**src/rtl/nr_recip_ctrl.sv**
```systemverilog
// nr_recip_ctrl: sequences a Newton-Raphson reciprocal (about 2^32/d) over a
// shared 32x32 multiplier. There are two multiplies per iteration:
//   U = 2^32 - d*X        (clamped to 0 once d*X reaches 2^32)
//   X = X + (X*U)>>32     (saturating)
// Optional build macro NR_EARLY_EXIT_EN: when it is defined, the block
// finishes as soon as a correction term C comes out zero.
`timescale 1ns/1ps
module nr_recip_ctrl #(
  parameter int ITERS = 3  // iteration count, 1..7
) (
  input  logic        clk,
  input  logic        rst,
  input  logic        start,
  input  logic [31:0] d,
  output logic        busy,
  output logic        done,
  output logic [31:0] recip,
  output logic        err,
  output logic        mul_req,
  output logic [31:0] mul_a,
  output logic [31:0] mul_b,
  input  logic        mul_ack,
  input  logic [63:0] mul_p
);

  typedef enum logic [2:0] {IDLE, GUESS, MUL1, MUL2, UPDATE, DONE} state_t;

  state_t      state_reg, state_next;
  logic [31:0] d_reg, d_next;
  logic [31:0] x_reg, x_next;
  logic [31:0] u_reg, u_next;
  logic [31:0] c_reg, c_next;
  logic [3:0]  cnt_reg, cnt_next;
  logic        busy_reg, busy_next;
  logic        done_reg, done_next;
  logic [31:0] recip_reg, recip_next;
  logic        err_reg, err_next;
  logic        mul_req_reg, mul_req_next;
  logic [31:0] mul_a_reg, mul_a_next;
  logic [31:0] mul_b_reg, mul_b_next;
  logic [32:0] sum_upd;

  // Index of the most significant set bit. An input of 0 never reaches here.
  function automatic logic [4:0] msb_idx(input logic [31:0] v);
    msb_idx = 5'd0;
    for (int i = 0; i < 32; i++) begin
      if (v[i]) msb_idx = 5'(i);
    end
  endfunction

  // X + C, with one extra bit so that saturation can be detected.
  assign sum_upd = {1'b0, x_reg} + {1'b0, c_reg};

  // State and datapath registers. Reset acts immediately, even mid-request.
  always_ff @(posedge clk or posedge rst) begin
    if (rst) begin
      state_reg   <= IDLE;
      d_reg       <= '0;
      x_reg       <= '0;
      u_reg       <= '0;
      c_reg       <= '0;
      cnt_reg     <= '0;
      busy_reg    <= 1'b0;
      done_reg    <= 1'b0;
      recip_reg   <= '0;
      err_reg     <= 1'b0;
      mul_req_reg <= 1'b0;
      mul_a_reg   <= '0;
      mul_b_reg   <= '0;
    end else begin
      state_reg   <= state_next;
      d_reg       <= d_next;
      x_reg       <= x_next;
      u_reg       <= u_next;
      c_reg       <= c_next;
      cnt_reg     <= cnt_next;
      busy_reg    <= busy_next;
      done_reg    <= done_next;
      recip_reg   <= recip_next;
      err_reg     <= err_next;
      mul_req_reg <= mul_req_next;
      mul_a_reg   <= mul_a_next;
      mul_b_reg   <= mul_b_next;
    end
  end

  // Next-state and next-value logic. Each multiply takes two phases: in the
  // cycle where mul_req is low, the operands are loaded and the request is
  // raised. The block then waits for the ack with everything held steady.
  always_comb begin
    state_next   = state_reg;
    d_next       = d_reg;
    x_next       = x_reg;
    u_next       = u_reg;
    c_next       = c_reg;
    cnt_next     = cnt_reg;
    busy_next    = busy_reg;
    done_next    = 1'b0;
    recip_next   = recip_reg;
    err_next     = err_reg;
    mul_req_next = mul_req_reg;
    mul_a_next   = mul_a_reg;
    mul_b_next   = mul_b_reg;
    case (state_reg)
      IDLE: begin
        if (start) begin
          d_next    = d;
          busy_next = 1'b1;
          if (d == 32'd0) begin
            x_next     = 32'hFFFF_FFFF;
            state_next = DONE;
          end else begin
            state_next = GUESS;
          end
        end
      end
      GUESS: begin
        x_next     = 32'h8000_0000 >> msb_idx(d_reg);
        cnt_next   = 4'd0;
        state_next = MUL1;
      end
      MUL1: begin
        if (!mul_req_reg) begin
          mul_req_next = 1'b1;
          mul_a_next   = d_reg;
          mul_b_next   = x_reg;
        end else if (mul_ack) begin
          mul_req_next = 1'b0;
          // 2^32 - P computed modulo 2^32; P is nonzero because d and X are.
          u_next       = (mul_p[63:32] == 32'd0) ? (32'd0 - mul_p[31:0]) : 32'd0;
          state_next   = MUL2;
        end
      end
      MUL2: begin
        if (!mul_req_reg) begin
          mul_req_next = 1'b1;
          mul_a_next   = x_reg;
          mul_b_next   = u_reg;
        end else if (mul_ack) begin
          mul_req_next = 1'b0;
          c_next       = mul_p[63:32];
          state_next   = UPDATE;
        end
      end
      UPDATE: begin
        x_next   = sum_upd[32] ? 32'hFFFF_FFFF : sum_upd[31:0];
        cnt_next = cnt_reg + 4'd1;
`ifdef NR_EARLY_EXIT_EN
        if (c_reg == 32'd0)                   state_next = DONE;
        else if ((cnt_reg + 4'd1) < 4'(ITERS)) state_next = MUL1;
        else                                  state_next = DONE;
`else
        if ((cnt_reg + 4'd1) < 4'(ITERS)) state_next = MUL1;
        else                              state_next = DONE;
`endif
      end
      DONE: begin
        recip_next = x_reg;
        err_next   = (d_reg == 32'd0);
        done_next  = 1'b1;
        busy_next  = 1'b0;
        state_next = IDLE;
      end
      default: state_next = IDLE;
    endcase
  end

  assign busy    = busy_reg;
  assign done    = done_reg;
  assign recip   = recip_reg;
  assign err     = err_reg;
  assign mul_req = mul_req_reg;
  assign mul_a   = mul_a_reg;
  assign mul_b   = mul_b_reg;

endmodule

```
**config.mk**
```make
export PLATFORM = sky130hd
export DESIGN_NAME = nr_recip_ctrl
export DESIGN_NICKNAME = d
export VERILOG_FILES = /design/src/rtl/nr_recip_ctrl.sv
export SDC_FILE = /design/constraint.sdc
export NUM_CORES = 1
export LEC_CHECK = 0
export ABC_AREA = 1
export BUFFER_PORTS_ARGS = -buffer_cell sky130_fd_sc_hd__buf_2
export CORE_ASPECT_RATIO = 0.5
export CORE_UTILIZATION = 49
export CTS_CLUSTER_DIAMETER = 150
export CTS_CLUSTER_SIZE = 25
export DETAILED_ROUTE_END_ITERATION = 8
export GPL_ROUTABILITY_DRIVEN = 0
export GPL_TIMING_DRIVEN = 0
export PLACE_DENSITY = 0.74
export SLEW_MARGIN = 20
export SYNTH_ARGS = -nofsm -noshare
export SYNTH_HDL_FRONTEND = slang
export SYNTH_SLANG_ARGS = --single-unit
```
**constraint.sdc**
```tcl
create_clock -name clk -period 14.73 [get_ports clk]
set_input_delay 0.7365 -clock clk [delete_from_list [all_inputs] [get_ports clk]]
set_output_delay 0.7365 -clock clk [all_outputs]
set_load 0.1 [all_outputs]
```
==> flow_metrics.py <==
metrics = {
    "outcome": {
        "status": "complete, no violations",
    },
    "global_route": {
        "gr-total-overflow": 0,
        "met3_usage": 0.0645,
        "met1_usage": 0.442,
        "grt_max_degree": 101,
        "grt_pass1_vias": 10715,
        "grt_pass1_wl_um": 59600,
        "antenna_found_initial": 0,
        "top_usage_layer": "met1",
        "grt_use_met2": 0.432,
        "grt_usage": 0.294,
    },
    "timing": {
        "fin_ws_ps": 11070,
        "maxSlewHeadroom": 0.362,
        "max_slew.worst_pin.slew_ps": 953,
        "maxSlewViolCount": 0,
        "fmax_ghz": 0.273,
        "grt_setup_unrepaired": "false",
        "finalClockSkew_ps": 32.3,
        "setup_viol": 0,
        "finalHoldViolations": 0,
        "post-route-period-util": 0.249,
        "fin_crit_ps": 3660,
        "setup-tns-final_ps": 0,
    },
    "floorplanning": {
        "rows": 40,
        "core_mm2": 0.0246,
        "initial_core_util": 0.510,
        "die_h_um": 115,
        "io_pins": 200,
        "chipWidth_um": 228,
        "design.die.area_mm2": 0.0263,
    },
    "logic_synthesis": {
        "avgSynthCellArea_um2": 7.98,
        "yosys_warnings": 0,
        "synth_edf_count": 0,
        "synth_cell_types": 48,
        "netlist_area_mm2": 0.0125,
        "synthArstFlopShare": 1.00,
        "seq_area_frac_synth": 0.469,
        "ys.flop_type": "dfrtp_1",
        "synth_seq_cells": 235,
        "synth_nets": 1708,
        "syn_inst": 1572,
    },
    "setup_path": {
        "critPathSlowestCell": "dfrtp_1",
        "path_max_fanout": 10,
        "arrival_ps": 4050,
        "critPathBufInv": 4,
        "critPathTopFamily": "compound AO/OA/AOI/OAI gates",
        "worstSetupStartpoint": "x_reg[0]",
        "path_depth": 23,
        "r2r_end": "x_reg[0]",
        "r2r_slack_ps": 11070,
        "r2r.worst_path.cells": 23,
        "crit_type": "flop to flop",
        "cp-start-kind": "flop",
        "cp-end-kind": "flop",
        "max_stage_delay_ps": 470,
        "crit_end": "x_reg[0]",
        "cp.required_ps": 15110,
        "timing.rr.start": "x_reg[0]",
        "crit_chain": "ha_1, inv_1, fa_1, nand3b_1, nand2_1, a21boi_1, o21bai_1, a21oi_1, inv_2, a21o_1, a21boi_1, o21ai_1, nand2_1, nand2_1, nand3_1, nand2_1, nand2_1, nand3_2, buf_2, o21ai_1, o21ai_1, o22ai_1, inv_1",
        "cp_common_cell": "nand2_1",
    },
    "clocking": {
        "htreeDepth": 1,
        "cts_made_buffers": 13,
        "cts.sinks": 235,
        "postCtsSetupBuffers": 0,
        "path_clk_slew_ps": 100,
        "cts.root.buffer_cell": "clkbuf_16",
        "clk_latency_ps": 490,
        "cts_hold_buf": 0,
        "cts_tree": "yes",
        "cts_resized": 0,
        "clockBufferDepth": 3,
    },
    "layout": {
        "fin_nets": 1924,
        "layout-drive-gt1-share": 0.157,
        "antennaDiodeCount": 0,
        "final_util": 0.584,
        "syn_to_final_growth_pct": 14.5,
        "final_cell_mix": "nand2_1 (268), o21ai_0 (255), dfrtp_1 (235)",
        "layout_commonest_cell": "nand2_1",
    },
    "drt": {
        "drcViolationCount": 0,
        "num_vias": 11729,
        "postRouteAntennaNets": 0,
        "firstDrtPassIters": 5,
        "drt_iter0_drc": 1427,
        "vias_per_cell": 5.52,
        "routed_wl_um": 38600,
        "avgRoutedWirePerCell_um": 18.2,
    },
    "place": {
        "hpwl_um": 29900,
        "port_buffers": 199,
        "place_ws_ps": 11030,
    },
    "job": {
        "max-cap-violations": 0,
    },
    "hold_path": {
        "hp-class": "primary input to async pin",
    },
}
[routing by layer]
metal,up-vias,share of wire
met4,0,0.024
met2,435,0.42
met3,62,0.088
li1,5674,-
met5,-,0
met1,5558,0.47
[stage by stage]
step	instance area, µm²	hold WS, ps	cells
floorplan	12500	444	1572
global placement	14000	451	2107
detailed placement	14000	454	2109
CTS	14400	317	2123
global route	14400	336	2123
finish	14400	292	2123
[synthesized netlist by cell type, types with 9 or more instances]
cell,instances,share of area
nand2_1,268,0.080
o21ai_0,255,0.10
dfrtp_1,235,0.47
nor2_1,197,0.059
inv_1,137,0.041
a21oi_1,120,0.048
clkbuf_1,64,0.019
nand3_1,37,0.015
ha_1,35,0.035
o21ai_1,26,0.010
nand4_1,18,0.0090
xor2_1,17,0.012
inv_2,15,0.0045
nor4_1,14,0.0070
mux2_2,12,0.011
xnor2_1,12,0.0084
a32o_1,11,0.0088
nor3_1,9,0.0036
[cell families after synthesis]
family | Yosys count | share of synthesized area
muxes | 12 | 0.0108
DFF | 235 | 0.469
and+or+nand+nor | 582 | 0.201
buffers and inverters | 224 | 0.0675
adders and majority gates | 36 | 0.0365
AOI/OAI and AO/OA | 454 | 0.195
xor gates and xnor gates | 29 | 0.0203
[worst min-delay path by stage]
stage,from,end
final,rst,d_reg[8]
after global routing,rst,mul_a[20]
after CTS,rst,mul_a[20]
after detailed placement,recip[8],recip[8]
after global placement,recip[29],recip[29]
after floorplan,u_reg[29],u_reg[29]
[area by class of cell]
type,instances,area (µm²)
Tap cell,336,420
Sequential cell,235,5880
Buffer,70,269
Inverter,154,586
Fill cell,2275,10200
Clock buffer,13,325
Multi-Input combinational cell,1113,5810
Timing Repair Buffer,201,1050
Clock inverter,1,16.3
Power is not shown: default switching activity piles up to over one toggle a cycle in this logic, so the estimate is an artifact.
